===== src/rtl/mm2s_rr_merge.sv =====
// Two-source AXI4-Stream packet merger feeding the ACCL mm2s input.
// Round-robin arbitration between host (source 0) and card (source 1),
// packet-locked so beats never interleave, followed by a 2-entry skid
// buffer that keeps input tready independent of m_tready.
//
// state | meaning
// IDLE  | no packet in progress, grant decided combinationally each cycle
// LOCK0 | source 0 packet in progress, only source 0 may transfer
// LOCK1 | source 1 packet in progress, only source 1 may transfer
module mm2s_rr_merge #(
    parameter int DATA_WIDTH = 512,
    parameter int KEEP_WIDTH = DATA_WIDTH / 8
) (
    input  logic                  aclk,
    input  logic                  aresetn,
    input  logic                  s00_tvalid,
    output logic                  s00_tready,
    input  logic [DATA_WIDTH-1:0] s00_tdata,
    input  logic [KEEP_WIDTH-1:0] s00_tkeep,
    input  logic                  s00_tlast,
    input  logic                  s01_tvalid,
    output logic                  s01_tready,
    input  logic [DATA_WIDTH-1:0] s01_tdata,
    input  logic [KEEP_WIDTH-1:0] s01_tkeep,
    input  logic                  s01_tlast,
    output logic                  m_tvalid,
    input  logic                  m_tready,
    output logic [DATA_WIDTH-1:0] m_tdata,
    output logic [KEEP_WIDTH-1:0] m_tkeep,
    output logic                  m_tlast,
    output logic                  m_tid,
    output logic [31:0]           pkt_cnt0,
    output logic [31:0]           pkt_cnt1
);

    typedef enum logic [1:0] {
        IDLE  = 2'd0,
        LOCK0 = 2'd1,
        LOCK1 = 2'd2
    } state_t;

    state_t                r_state;
    state_t                w_state_nxt;
    logic                  r_last_grant;
    logic                  r_run;
    logic                  w_gnt0;
    logic                  w_gnt1;
    logic                  w_room;
    logic                  w_acc0;
    logic                  w_acc1;
    logic                  w_push;
    logic                  w_pop;

    logic [DATA_WIDTH-1:0] r_data [2];
    logic [KEEP_WIDTH-1:0] r_keep [2];
    logic [1:0]            r_last;
    logic [1:0]            r_tid;
    logic                  r_wr_ptr;
    logic                  r_rd_ptr;
    logic [1:0]            r_count;
    logic [31:0]           r_pkt_cnt0;
    logic [31:0]           r_pkt_cnt1;

    // Room is judged from registered occupancy only, so m_tready never
    // reaches the source-side tready path.
    assign w_room     = (r_count != 2'd2);
    assign s00_tready = w_gnt0 & w_room;
    assign s01_tready = w_gnt1 & w_room;
    assign w_acc0     = s00_tvalid & s00_tready;
    assign w_acc1     = s01_tvalid & s01_tready;
    assign w_push     = w_acc0 | w_acc1;
    assign m_tvalid   = (r_count != 2'd0);
    assign w_pop      = m_tvalid & m_tready;

    assign m_tdata    = r_data[r_rd_ptr];
    assign m_tkeep    = r_keep[r_rd_ptr];
    assign m_tlast    = r_last[r_rd_ptr];
    assign m_tid      = r_tid[r_rd_ptr];
    assign pkt_cnt0   = r_pkt_cnt0;
    assign pkt_cnt1   = r_pkt_cnt1;

    // Arbiter state register.
    always_ff @(posedge aclk or negedge aresetn) begin
        if (!aresetn) begin
            r_state <= IDLE;
        end else begin
            r_state <= w_state_nxt;
        end
    end

    // Next state: lock on a non-final first beat, unlock on the locked source's tlast.
    always_comb begin
        w_state_nxt = r_state;
        case (r_state)
            IDLE: begin
                if (w_acc0 && !s00_tlast) begin
                    w_state_nxt = LOCK0;
                end else if (w_acc1 && !s01_tlast) begin
                    w_state_nxt = LOCK1;
                end
            end
            LOCK0: if (w_acc0 && s00_tlast) w_state_nxt = IDLE;
            LOCK1: if (w_acc1 && s01_tlast) w_state_nxt = IDLE;
            default: w_state_nxt = IDLE;
        endcase
    end

    // Grant decode; nothing is granted until the first clock after reset release.
    always_comb begin
        w_gnt0 = 1'b0;
        w_gnt1 = 1'b0;
        if (r_run) begin
            case (r_state)
                IDLE: begin
                    if (s00_tvalid && s01_tvalid) begin
                        w_gnt0 = r_last_grant;
                        w_gnt1 = !r_last_grant;
                    end else begin
                        w_gnt0 = s00_tvalid;
                        w_gnt1 = s01_tvalid;
                    end
                end
                LOCK0:   w_gnt0 = 1'b1;
                LOCK1:   w_gnt1 = 1'b1;
                default: ;
            endcase
        end
    end

    // Round-robin pointer tracks the source of the last packet start.
    always_ff @(posedge aclk or negedge aresetn) begin
        if (!aresetn) begin
            r_last_grant <= 1'b1;
            r_run        <= 1'b0;
        end else begin
            r_run <= 1'b1;
            if (r_state == IDLE && w_push) begin
                r_last_grant <= w_acc1;
            end
        end
    end

    // Two-entry skid buffer; the head entry drives the master port.
    always_ff @(posedge aclk or negedge aresetn) begin
        if (!aresetn) begin
            for (int i = 0; i < 2; i++) begin
                r_data[i] <= '0;
                r_keep[i] <= '0;
            end
            r_last   <= '0;
            r_tid    <= '0;
            r_wr_ptr <= 1'b0;
            r_rd_ptr <= 1'b0;
            r_count  <= 2'd0;
        end else begin
            if (w_push) begin
                r_data[r_wr_ptr] <= w_acc1 ? s01_tdata : s00_tdata;
                r_keep[r_wr_ptr] <= w_acc1 ? s01_tkeep : s00_tkeep;
                r_last[r_wr_ptr] <= w_acc1 ? s01_tlast : s00_tlast;
                r_tid[r_wr_ptr]  <= w_acc1;
                r_wr_ptr         <= ~r_wr_ptr;
            end
            if (w_pop) begin
                r_rd_ptr <= ~r_rd_ptr;
            end
            case ({w_push, w_pop})
                2'b10:   r_count <= r_count + 2'd1;
                2'b01:   r_count <= r_count - 2'd1;
                default: r_count <= r_count;
            endcase
        end
    end

    // Per-source packet counters, free-running with natural wrap.
    always_ff @(posedge aclk or negedge aresetn) begin
        if (!aresetn) begin
            r_pkt_cnt0 <= 32'd0;
            r_pkt_cnt1 <= 32'd0;
        end else begin
            if (w_acc0 && s00_tlast) r_pkt_cnt0 <= r_pkt_cnt0 + 32'd1;
            if (w_acc1 && s01_tlast) r_pkt_cnt1 <= r_pkt_cnt1 + 32'd1;
        end
    end

endmodule

===== config.mk =====
export PLATFORM = sky130hd
export DESIGN_NAME = mm2s_rr_merge
export DESIGN_NICKNAME = d
export VERILOG_FILES = /design/src/rtl/mm2s_rr_merge.sv
export SDC_FILE = /design/constraint.sdc
export NUM_CORES = 2
export LEC_CHECK = 0
export ABC_AREA = 1
export ABC_CLOCK_PERIOD_IN_PS = 1600
export CAP_MARGIN = 20
export CORE_AREA = 2 2 703 705
export CTS_CLUSTER_DIAMETER = 100
export CTS_CLUSTER_SIZE = 24
export DETAILED_ROUTE_END_ITERATION = 6
export DIE_AREA = 0 0 705 707
export GPL_ROUTABILITY_DRIVEN = 0
export HOLD_SLACK_MARGIN = 0.05
export PLACE_DENSITY = 0.4
export SYNTH_ARGS = -nofsm -noshare
export SYNTH_HDL_FRONTEND = slang
export SYNTH_SLANG_ARGS = --single-unit

===== constraint.sdc =====
create_clock -name aclk -period 1.6 [get_ports aclk]
set_input_delay 0.16 -clock aclk [delete_from_list [all_inputs] [get_ports aclk]]
set_output_delay 0.16 -clock aclk [all_outputs]
set_load 0.02 [all_outputs]

==> impl_metrics.tcl <==
set metrics [dict create \
    drc 0 \
    cts_tree "built" \
    yosys.area.top_type_share_pct 50.5 \
    die_height_um 707 \
    crit_required_ns 1.44 \
    fillers 54800 \
    path_clk_slew_ns 0.10 \
    drive_gt1_share_pct 13.1 \
    syn_avg_cell_area_um2 7.03 \
    syn_to_final_growth_pct 76.1 \
    synth_edf_count 0 \
    syn-num-nets 9811 \
    switching_share_pct 45.2 \
    synth.distinct_cells 24 \
    cts_max_path_buffers 4 \
    switchingPower_uw 88400 \
    tightest_slew_ns 0.642 \
    start_kind "register" \
    powerDensity_nw_per_um2 1830 \
    root_buffer "clkbuf_16" \
    clkPwrFrac_pct 13.5 \
    rsz0062_at_grt "yes" \
    drt_iter0_markers 4917 \
    rows 258 \
    start_util_pct 12.4 \
    outcome "finished with violations" \
    setup_viol 1870 \
    overflow 0 \
    path_class "reg -> out" \
    drv_slew 0 \
    yosysSeqAreaShare_pct 50.5 \
    fin_nets 12900 \
    antenna_left 0 \
    grt_pass1_wl_mm 556 \
    synth_cells 8649 \
    whs_ns 0.102 \
    max_clock_freq_mhz 328 \
    worst-path-max-fanout 29 \
    hp-class "in -> reg" \
    grt_use_total_pct 15.9 \
    synth_largest_area_cell "dfrtp_1" \
    synth.most_common_cell "nand2_1" \
    async_flop_share_pct 100 \
    wl_mm 413 \
    clock_latency_ns 0.86 \
    grt_max_degree 79 \
    period_share_pct 190 \
    clock-sinks 1228 \
    dp_hpwl_mm 339 \
    cp.arrival_ns 2.89 \
    dr.pass1.iters 6 \
    numCtsBuffers 87 \
    dieArea_um2 498000 \
    synth.area.top_cells "dfrtp_1 50%, nand2_1 30%, o21ai_0 7.5%, inv_1 4.0%, o21ai_1 2.2%" \
    yosysWarningCount 0 \
    antenna_found_initial 167 \
    placed_area_um2 94500 \
    htreeDepth 3 \
    end_kind "primary output" \
    comb_power_share_pct 60.6 \
    vias 67100 \
    peakVddDrop_mv 0.951 \
    min_period_ns 3.05 \
    core-area_um2 492000 \
    stdcell_area_um2 107000 \
    io_buffer_count 1803 \
    fin_skew_ns 0.0655 \
    vias_per_cell 3.65 \
    p_int_uw 107000 \
    p_seq_share_pct 25.9 \
    layout_setup_ws_ns -1.45 \
    ys.flop_type "dfrtp_1" \
    die_width_um 705 \
    syn-cell-area_um2 60800 \
    first_global_vias 66300 \
    hold_viol 0 \
    ys_ff_latch 1228 \
    synth_common_cells "4847 x nand2_1, 1227 x dfrtp_1, 911 x o21ai_0, 655 x inv_1, 271 x o21ai_1" \
    total_leakage_power_uw 0.0502 \
    wl_per_cell_um 22.5 \
    pin_count 1804 \
    violations "negative setup slack" \
    relSlewSlack_pct 57.1 \
    maxCapViolCount 0 \
]
==> registers in the layout (all words and copies together) (netlist names), 2 cells and up <==
register / cells
r_tid: 2
r_keep: 128
r_state: 2
pkt_cnt1: 32
pkt_cnt0: 32
r_data: 1024
r_last: 2
r_count: 2
==> cell type report <==
class	instances	area [um2]	share of cell area (%)
flip-flops and latches	1228	30700	28.7
clock inverters	52	792	0.739
multi-input cells	6245	25700	23.9
repair buffers	3509	36800	34.3
inverters	659	2500	2.34
well taps	6500	8130	7.59
clock buffers	97	2330	2.17
diodes	94	235	0.220
==> metal layers <==
| layer | track usage, % | part of all wire (%) | up-vias |
|---|---|---|---|
| met5 | 0 | 0.089 | - |
| met4 | 4.99 | 3.8 | 62 |
| met3 | 3.50 | 6.0 | 490 |
| met2 | 28.0 | 49 | 1995 |
| met1 | 19.2 | 41 | 31900 |
| li1 | - | - | 32600 |
==> cell families (layout without fill, tap and decap cells) <==
logic type	Yosys count	in the layout	share of synthesized area, %
AOI/OAI and AO/OA	1184	1184	9.74
xor gates and xnor gates	38	38	0.547
adders and majority gates	3	3	0.0617
buffers and inverters	1176	4317	7.90
DFF	1228	1228	50.5
other	1	95	0.00616
and+or+nand+nor	5019	5019	31.2
==> worst max-delay path, stage by stage, from the launching register on <==
cell and delay [ns]:
dfrtp_4 0.56, buf_16 0.19, buf_16 0.26, buf_12 0.18, buf_8 0.17, o21ai_1 0.22
buf_4 0.15, buf_4 0.15
==> worst paths after layout <==
kind,cells after the start,slack [ns],endpoint,start
worst max-delay path,7,-1.45,m_tdata[179],r_rd_ptr$_DFFE_PN0P_
worst min-delay path,5,0.10,r_keep[27]$_DFFE_PN0P_,s00_tkeep[27]
worst max register to register,12,-0.87,r_data[622]$_DFFE_PN0P_,r_last_grant$_DFFE_PN1P_
worst min register to register,2,0.48,r_data[178]$_DFFE_PN0P_,r_data[178]$_DFFE_PN0P_
max in group asynchronous,4,0.74,r_data[572]$_DFFE_PN0P_,aresetn
min in group asynchronous,3,0.26,r_data[197]$_DFFE_PN0P_,aresetn
==> through the flow <==
step / cells / power, uW / setup slack (ns) / TNS (ns) / utilization, %
after floorplan: 8649 / 95400 / -0.0948 / -79.45 / -
after detailed placement: 17200 / 168000 / -1.26 / -1500.52 / 19.2
after global routing: 18300 / 209000 / -1.55 / -1768.35 / 21.8
after CTS: 18300 / 199000 / -1.55 / -1701.17 / 21.7
after global placement: 17200 / 168000 / -1.27 / -1470.16 / 19.2
final: 18400 / 196000 / -1.45 / -1474.72 / 21.8
==> cells in the final DEF, fill, tap and decap left out, drive strengths merged <==
master	instances
buf	1262
o21ai	1182
clkdlybuf4s50	1308
xnor2	3
bufbuf	1
xor2	35
nand3b	8
dlymetal6s2s	1
dfrtp	1227
clkinvlp	5
bufinv	5
nor3	23
ha	3
nor2	90
nand3	34
dfstp	1
clkbuf	128
dlygate4sd3	871
diode	94
inv	686
clkdlybuf4s15	30
dlygate4sd2	5
a21oi	2
nand4	15
clkinv	15
nand2	4849
conb	1
==> power groups by stage <==
| stage | clock, uW | sequential, uW | combinational (uW) |
|---|---|---|---|
| final | 26400 | 50700 | 119000 |
| after global routing | 28500 | 52200 | 128000 |
| after CTS | 27600 | 50600 | 121000 |
| after detailed placement | 0 | 51200 | 117000 |
| after global placement | 0 | 51000 | 117000 |
| after floorplan | 0 | 50300 | 45100 |
==> repair_timing <==
action                                  4_1_cts  5_1_grt
cloned                                        4        8
pin swaps                                     0        3
resized for setup                           441      326
buffers inserted                              5        8
hold buffers                                871        0
endpoints found under the setup margin     1871     1871
endpoints found under the hold margin      2257        0
Power figures use the tool's default switching activity.
